[src/rtl/mci_mcu_rst_req_ctrl.sv]
// MCU reset request controller: turns a CSR request pulse into a held request and tracks sequencer ack/release.
// Optional acknowledge timeout is enabled by defining MCI_RST_REQ_TIMEOUT_EN.
module mci_mcu_rst_req_ctrl #(
  parameter int unsigned ACK_TIMEOUT_WIDTH = 8
) (
  input  logic clk,
  input  logic mci_rst_b,
  input  logic rst_req_set,
  input  logic mcu_rst_b,
  input  logic fw_boot_upd_reset,
  input  logic fw_hitless_upd_reset,
  input  logic reason_boot_clr,
  input  logic reason_hitless_clr,
  output logic mcu_rst_req,
  output logic busy,
  output logic reason_boot_upd,
  output logic reason_hitless_upd,
  output logic done_pulse,
  output logic req_drop_err,
  output logic timeout_err
);

  typedef enum logic [1:0] {IDLE, REQ, IN_RST, DONE} state_e;

  state_e state_q, state_d;
  logic   mcu_rst_b_q;
  logic   ack, rel, tmo_hit;
  logic   req_d, latch_reason;

  if (ACK_TIMEOUT_WIDTH == 0) begin : g_width_check
    $error("ACK_TIMEOUT_WIDTH must be greater than zero");
  end

  // Edges rather than levels: the MCU may sit in reset before first boot.
  assign ack = mcu_rst_b_q & ~mcu_rst_b;
  assign rel = ~mcu_rst_b_q & mcu_rst_b;

`ifdef MCI_RST_REQ_TIMEOUT_EN
  localparam logic [ACK_TIMEOUT_WIDTH-1:0] CNT_ONE = ACK_TIMEOUT_WIDTH'(1);

  logic [ACK_TIMEOUT_WIDTH-1:0] ack_cnt_q;

  always_ff @(posedge clk or negedge mci_rst_b) begin
    if (!mci_rst_b) begin
      ack_cnt_q <= '0;
    end else if (state_q == IDLE && rst_req_set) begin
      ack_cnt_q <= '0;
    end else if (state_q == REQ && ack_cnt_q != '1) begin
      ack_cnt_q <= ack_cnt_q + CNT_ONE;
    end
  end

  assign tmo_hit = (state_q == REQ) && !ack && (ack_cnt_q == '1);

  always_ff @(posedge clk or negedge mci_rst_b) begin
    if (!mci_rst_b) timeout_err <= 1'b0;
    else            timeout_err <= tmo_hit;
  end
`else
  assign tmo_hit     = 1'b0;
  assign timeout_err = 1'b0;
`endif

  always_comb begin
    state_d      = state_q;
    req_d        = mcu_rst_req;
    latch_reason = 1'b0;
    case (state_q)
      IDLE: begin
        if (rst_req_set) begin
          state_d = REQ;
          req_d   = 1'b1;
        end
      end
      REQ: begin
        if (ack) begin
          state_d      = IN_RST;
          req_d        = 1'b0;
          latch_reason = 1'b1;
        end else if (tmo_hit) begin
          state_d = IDLE;
          req_d   = 1'b0;
        end
      end
      IN_RST: begin
        if (rel) state_d = DONE;
      end
      DONE: begin
        state_d = IDLE;
      end
      default: begin
        state_d = IDLE;
        req_d   = 1'b0;
      end
    endcase
  end

  always_ff @(posedge clk or negedge mci_rst_b) begin
    if (!mci_rst_b) begin
      state_q            <= IDLE;
      mcu_rst_b_q        <= 1'b0;
      mcu_rst_req        <= 1'b0;
      done_pulse         <= 1'b0;
      req_drop_err       <= 1'b0;
      reason_boot_upd    <= 1'b0;
      reason_hitless_upd <= 1'b0;
    end else begin
      state_q      <= state_d;
      mcu_rst_b_q  <= mcu_rst_b;
      mcu_rst_req  <= req_d;
      done_pulse   <= (state_d == DONE);
      req_drop_err <= rst_req_set && (state_q != IDLE);
      // A reason being latched beats a W1C clear in the same cycle.
      if (latch_reason && fw_boot_upd_reset) reason_boot_upd <= 1'b1;
      else if (reason_boot_clr)              reason_boot_upd <= 1'b0;
      if (latch_reason && fw_hitless_upd_reset) reason_hitless_upd <= 1'b1;
      else if (reason_hitless_clr)              reason_hitless_upd <= 1'b0;
    end
  end

  assign busy = (state_q != IDLE);

endmodule
[config.mk]
export PLATFORM = sky130hd
export DESIGN_NAME = mci_mcu_rst_req_ctrl
export DESIGN_NICKNAME = d
export VERILOG_FILES = /design/src/rtl/mci_mcu_rst_req_ctrl.sv
export SDC_FILE = /design/constraint.sdc
export NUM_CORES = 1
export LEC_CHECK = 0
export ABC_AREA = 1
export CAP_MARGIN = 20
export CELL_PAD_IN_SITES_DETAIL_PLACEMENT = 0
export CELL_PAD_IN_SITES_GLOBAL_PLACEMENT = 1
export CORE_MARGIN = 4
export CORE_UTILIZATION = 24
export CTS_BUF_LIST = sky130_fd_sc_hd__clkbuf_16
export DETAILED_ROUTE_END_ITERATION = 10
export PLACE_DENSITY = 0.66
export SLEW_MARGIN = 25
export SYNTH_ARGS = -nofsm -noshare
export SYNTH_HDL_FRONTEND = slang
export SYNTH_SLANG_ARGS = --single-unit
[constraint.sdc]
create_clock -name clk -period 0.8 [get_ports clk]
set_input_delay 0.16 -clock clk [delete_from_list [all_inputs] [get_ports clk]]
set_output_delay 0.16 -clock clk [all_outputs]
set_load 0.01 [all_outputs]
==> Word level (Yosys, flattened, before mapping) <==
Index checks and enable logic that the tools add are counted.
{ "totals": {"ff_bits": 8, "out_inout_bits": 7, "elab_cells": 39} }
{ "op_classes": {"eq_ne": 6, "n_mux": 13, "n_bitwise": 4, "reduce_logical": 9} }
{ "ops": {"columns": ["cell", "n"], "rows": [
  ["1-bit two-way mux", 8],
  ["2-bit case mux with 4 select lines", 1],
  ["2-bit nonzero test", 4],
  ["2-bit == test (second input constant)", 3],
  ["2-bit two-way mux", 3],
  ["2-bit inequality test (second input constant)", 2],
  ["1-bit logical AND", 3],
  ["3-bit AND reduction", 1],
  ["1-bit bitwise AND", 2],
  ["2-bit by 1-bit == test with 1-bit output (second input constant)", 1],
  ["2-bit logical NOT", 1],
  ["1-bit NOT", 2],
  ["1-bit case mux with 2 select lines", 1]
]} }

==> Longest topological paths before layout <==
Gate-level depths: netlist of the first run.
{ "logic_depth": {"word_depth": 6, "ltp_mapped": 5, "mapped_depth_nobuf": 5} }

==> Worst setup path before layout of the first run <==
Ideal clock, no wire load.
{ "synth_path": {"path_type": "register to register", "start": "reg state_q[1]", "end": "reg mcu_rst_req", "setup_time_ns": 0.118, "arrival_ns": 0.683, "t_required_ns": 0.682, "path_slack_ns": -0.001, "path_stages_with_launch": 5, "path_cell_list": "dfrtp_1 > nor2_4 > nand2_2 > nand2_1 > nand2_1"} }
{ "synth_between": {"elab_chain_cells": 3} }
{ "synth_lines": {"columns": ["item", "line_no", "text"], "rows": [
  ["start: declaration", "25", "state_e state_q, state_d;"],
  ["start signal: assignment", "108", "state_q <= state_d;"],
  ["2-bit by 1-bit == test with 1-bit output / 2-bit logical NOT (equally long branches)", "68", "case (state_q)"],
  ["2-bit inequality test (no source line) / 2-bit nonzero test (equally long branches)", null, null],
  ["3-bit AND reduction (no source line)", null, null],
  ["end signal: assignment", "110", "mcu_rst_req <= req_d;"],
  ["end: declaration", "14", "output logic mcu_rst_req,"]
]} }
Parallel ways exist; a longest one is shown, timed or not.
A chain may end at the register's enable or synchronous reset.

==> Worst setup path after layout of the first run <==
{ "layout_path": {"start": "reg state_q[1]", "end": "out busy"} }
{ "layout_between": {"elab_chain_cells": 1} }
{ "layout_lines": {"columns": ["item", "line_no", "text"], "rows": [
  ["2-bit nonzero test", "121", "assign busy = (state_q != IDLE);"],
  ["end: declaration", "15", "output logic busy,"]
]} }
Every way passes these cells.

==> flow_summary.toml, run 1 <==
[pwr]
p_total_mw = 2.26
p_leak_nw = 0.352
p_per_area_nw_per_um2 = 3560
irDropWorstVdd_uv = 1440

[yosys]
synth-compound-area-share_pct = 0
synth_edf_count = 0
post-synth-top-count-cell = "nand2_1"
netlist_instances = 40
synth.avg_cell_area_um2 = 8.88
synth-seq-cells = 8
ys_warn_count = 0
synth.top_cells.by_area = "dfrtp_1 56%, nand2_1 12%, inv_1 8.5%"
async_flop_share_pct = 100
synth_ff_type = "dfrtp_1"
synth_top_family_by_area = "simple AND/OR/NAND/NOR gates"
synth_simple_gate_area_share_pct = 31.0
synth_top_area_cell = "dfrtp_1"
syn_area_um2 = 355
yosysUniqueCellTypes = 12
muxShareOfSynthArea_pct = 0
yosys.area_share.xor_xnor_pct = 0
synth_commonest_cells = "11 x nand2_1, 8 x dfrtp_1, 8 x inv_1"
synth_fp_nets = 48
synth-adder-area-share_pct = 0
synth_top_area_share_pct = 56.3
yosysSeqAreaShare_pct = 56.3

[routing]
via_per_inst = 3.86
firstDrtPassIters = 4
wirelength_um = 737
first_iter_violations = 2
ant_nets = 0
drc = 0
routedWlPerCell_um = 9.57
vias = 297

[timing]
tns_ps = -1720
maxSlewViolCount = 0
fmax_mhz = 938
setup_viol = 12
fin_crit_ps = 1070
hold_viol_final = 0
fin_worst_skew_ps = 1.18
rsz0062_at_grt = "yes"
setup_ws_ps = -266
fin_crit_sh_pct = 133

[clock_tree]
clkTransAtPathRegs_ps = 40
cts-hold-fix-buffers = 0
cts.sinks = 8
cts_root_buf = "clkbuf_16"
cts_inserted_buffers = 3
cts_htree_levels = 1
cts_tree = "yes"
clock_latency_ps = 230
cts_buffer_depth = 2

[global_routing]
grt_max_degree = 9
grt_pass1_vias = 309
antenna_found_initial = 0
grt_overflow = 0
grt_pass1_wl_mm = 1.26
grt_usage_pct = 9.09

[floorplanning]
fp.dieW_um = 46.5
initial_core_util_pct = 26.3
core_area_um2 = 1350
pin_count = 15
die_y_um = 46.5
die_area_um2 = 2160
rows = 13

[worst_setup_path]
required_ps = 640
crit_slowest_cell = "dfrtp_1"
path_cells = "nor2_2 -> inv_1 -> buf_2"
cp-end-kind = "output pin"
cp_max_fo = 2
start_kind = "register"
cpPeakStageDelay_ps = 380
worstPathArrival_ps = 910
setup.worst_path.class = "register to output pin"

[worst_hold_path]
worst_hold_path_type = "primary input to asynchronous set/reset pin"

[layout]
finalNonFillerCells = 77
finish.instance_area_um2 = 634
n_antenna_cell = 0
nNetsFinal = 72
utilization_pct = 47.0
final_layout_size_suffix_gt1_share_pct = 46.8
fillCellCount = 136
synthToLayoutAreaGrowth_pct = 78.5

[placement]
placed_cell_area_um2 = 539
globalplace.congestion = 0.653
port_buffers = 13
placed_cells = 71
hpwl_um = 572

[run_status]
violations = "negative setup slack"
outcome = "finished with violations"

[run]
drv_cap = 0
## cell families (layout without fill, tap and decap cells)
| group | Yosys count | in the layout |
|---|---|---|
| flip-flops | 8 | 8 |
| other | 1 | 1 |
| AND/OR/NAND/NOR | 21 | 21 |
| buffers and inverters | 10 | 32 |
## placed cells by master (no fill, tap or decap)
master and n:
buf_6 2, nand2_2 5, inv_1 7, nand2_1 8
nor2_4 2, nor2_2 1, buf_4 4, inv_2 1
clkdlybuf4s50_1 7, inv_4 1, clkbuf_16 3, nor2_1 2
conb_1 1, nand3_2 3, dfrtp_1 8, buf_12 1
buf_2 6
## repair_timing
item / CTS / global route
resized for setup: 29 / 4
setup buffers: 2 / 1
pin swaps: 2 / 2
endpoints found under the setup margin: 12 / 13
## per-stage QoR
stage	hold WS [ps]	setup WS, ps
after floorplan	-136	14.8
after global placement	460	-345
after detailed placement	465	-364
after CTS	257	-271
after global routing	270	-302
final	257	-266
## registers in the layout, indices dropped and copies added (netlist names)
signal	flops
state_q	2
done_pulse	1
mcu_rst_b_q	1
mcu_rst_req	1
reason_boot_upd	1
reason_hitless_upd	1
req_drop_err	1
## report_power, final
group	total [mW]	switching, mW	internal [mW]	leakage (nW)
Sequential	0.580	0.0594	0.520	0.101
Clock	0.819	0.176	0.643	0.0370
Combinational	0.859	0.404	0.455	0.214
## worst max-delay path, delay by kind of cell, from the launching register on
family,cells,cell delay [ps]
buffers and inverters,2,170
flip-flops,1,380
AND/OR/NAND/NOR,1,130
## final timing paths
check	start	endpoint	slack, ps	cells after the start
setup / recovery	state_q[1]	busy	-270	3
hold / removal	mci_rst_b	reason_hitless_upd	260	2
setup reg to reg	state_q[1]	mcu_rst_req	-250	6
hold reg to reg	reason_boot_upd	reason_boot_upd	480	2
max in group asynchronous	mci_rst_b	mcu_rst_b_q	450	2
min in group clk	reason_boot_upd	reason_boot_upd	480	2
## cell type report
cell class,instances,area (um^2),area share (%)
Clock buffer,3,75.1,11.8
Inverter,9,36.3,5.72
Multi-Input combinational cell,22,131,20.7
Sequential cell,8,200,31.6
Tap cell,15,18.8,2.96
Timing Repair Buffer,20,173,27.2
## per-layer routing
layer	share of wire (%)	GRT usage [%]	wire length, um
met1	40	9.69	294
met5	0	0	0
met3	5.6	2.34	41
met2	50	13.5	372
met4	3.8	10.2	28
No activity file was read; power rests on OpenSTA's default activity.
==> run 2: changes to the inputs <==
Settings changed: ABC_CLOCK_PERIOD_IN_PS from default to 800.
==> results of run 2 <==
Same layout as run 1: the final DEF is identical, and so are final timing and power.
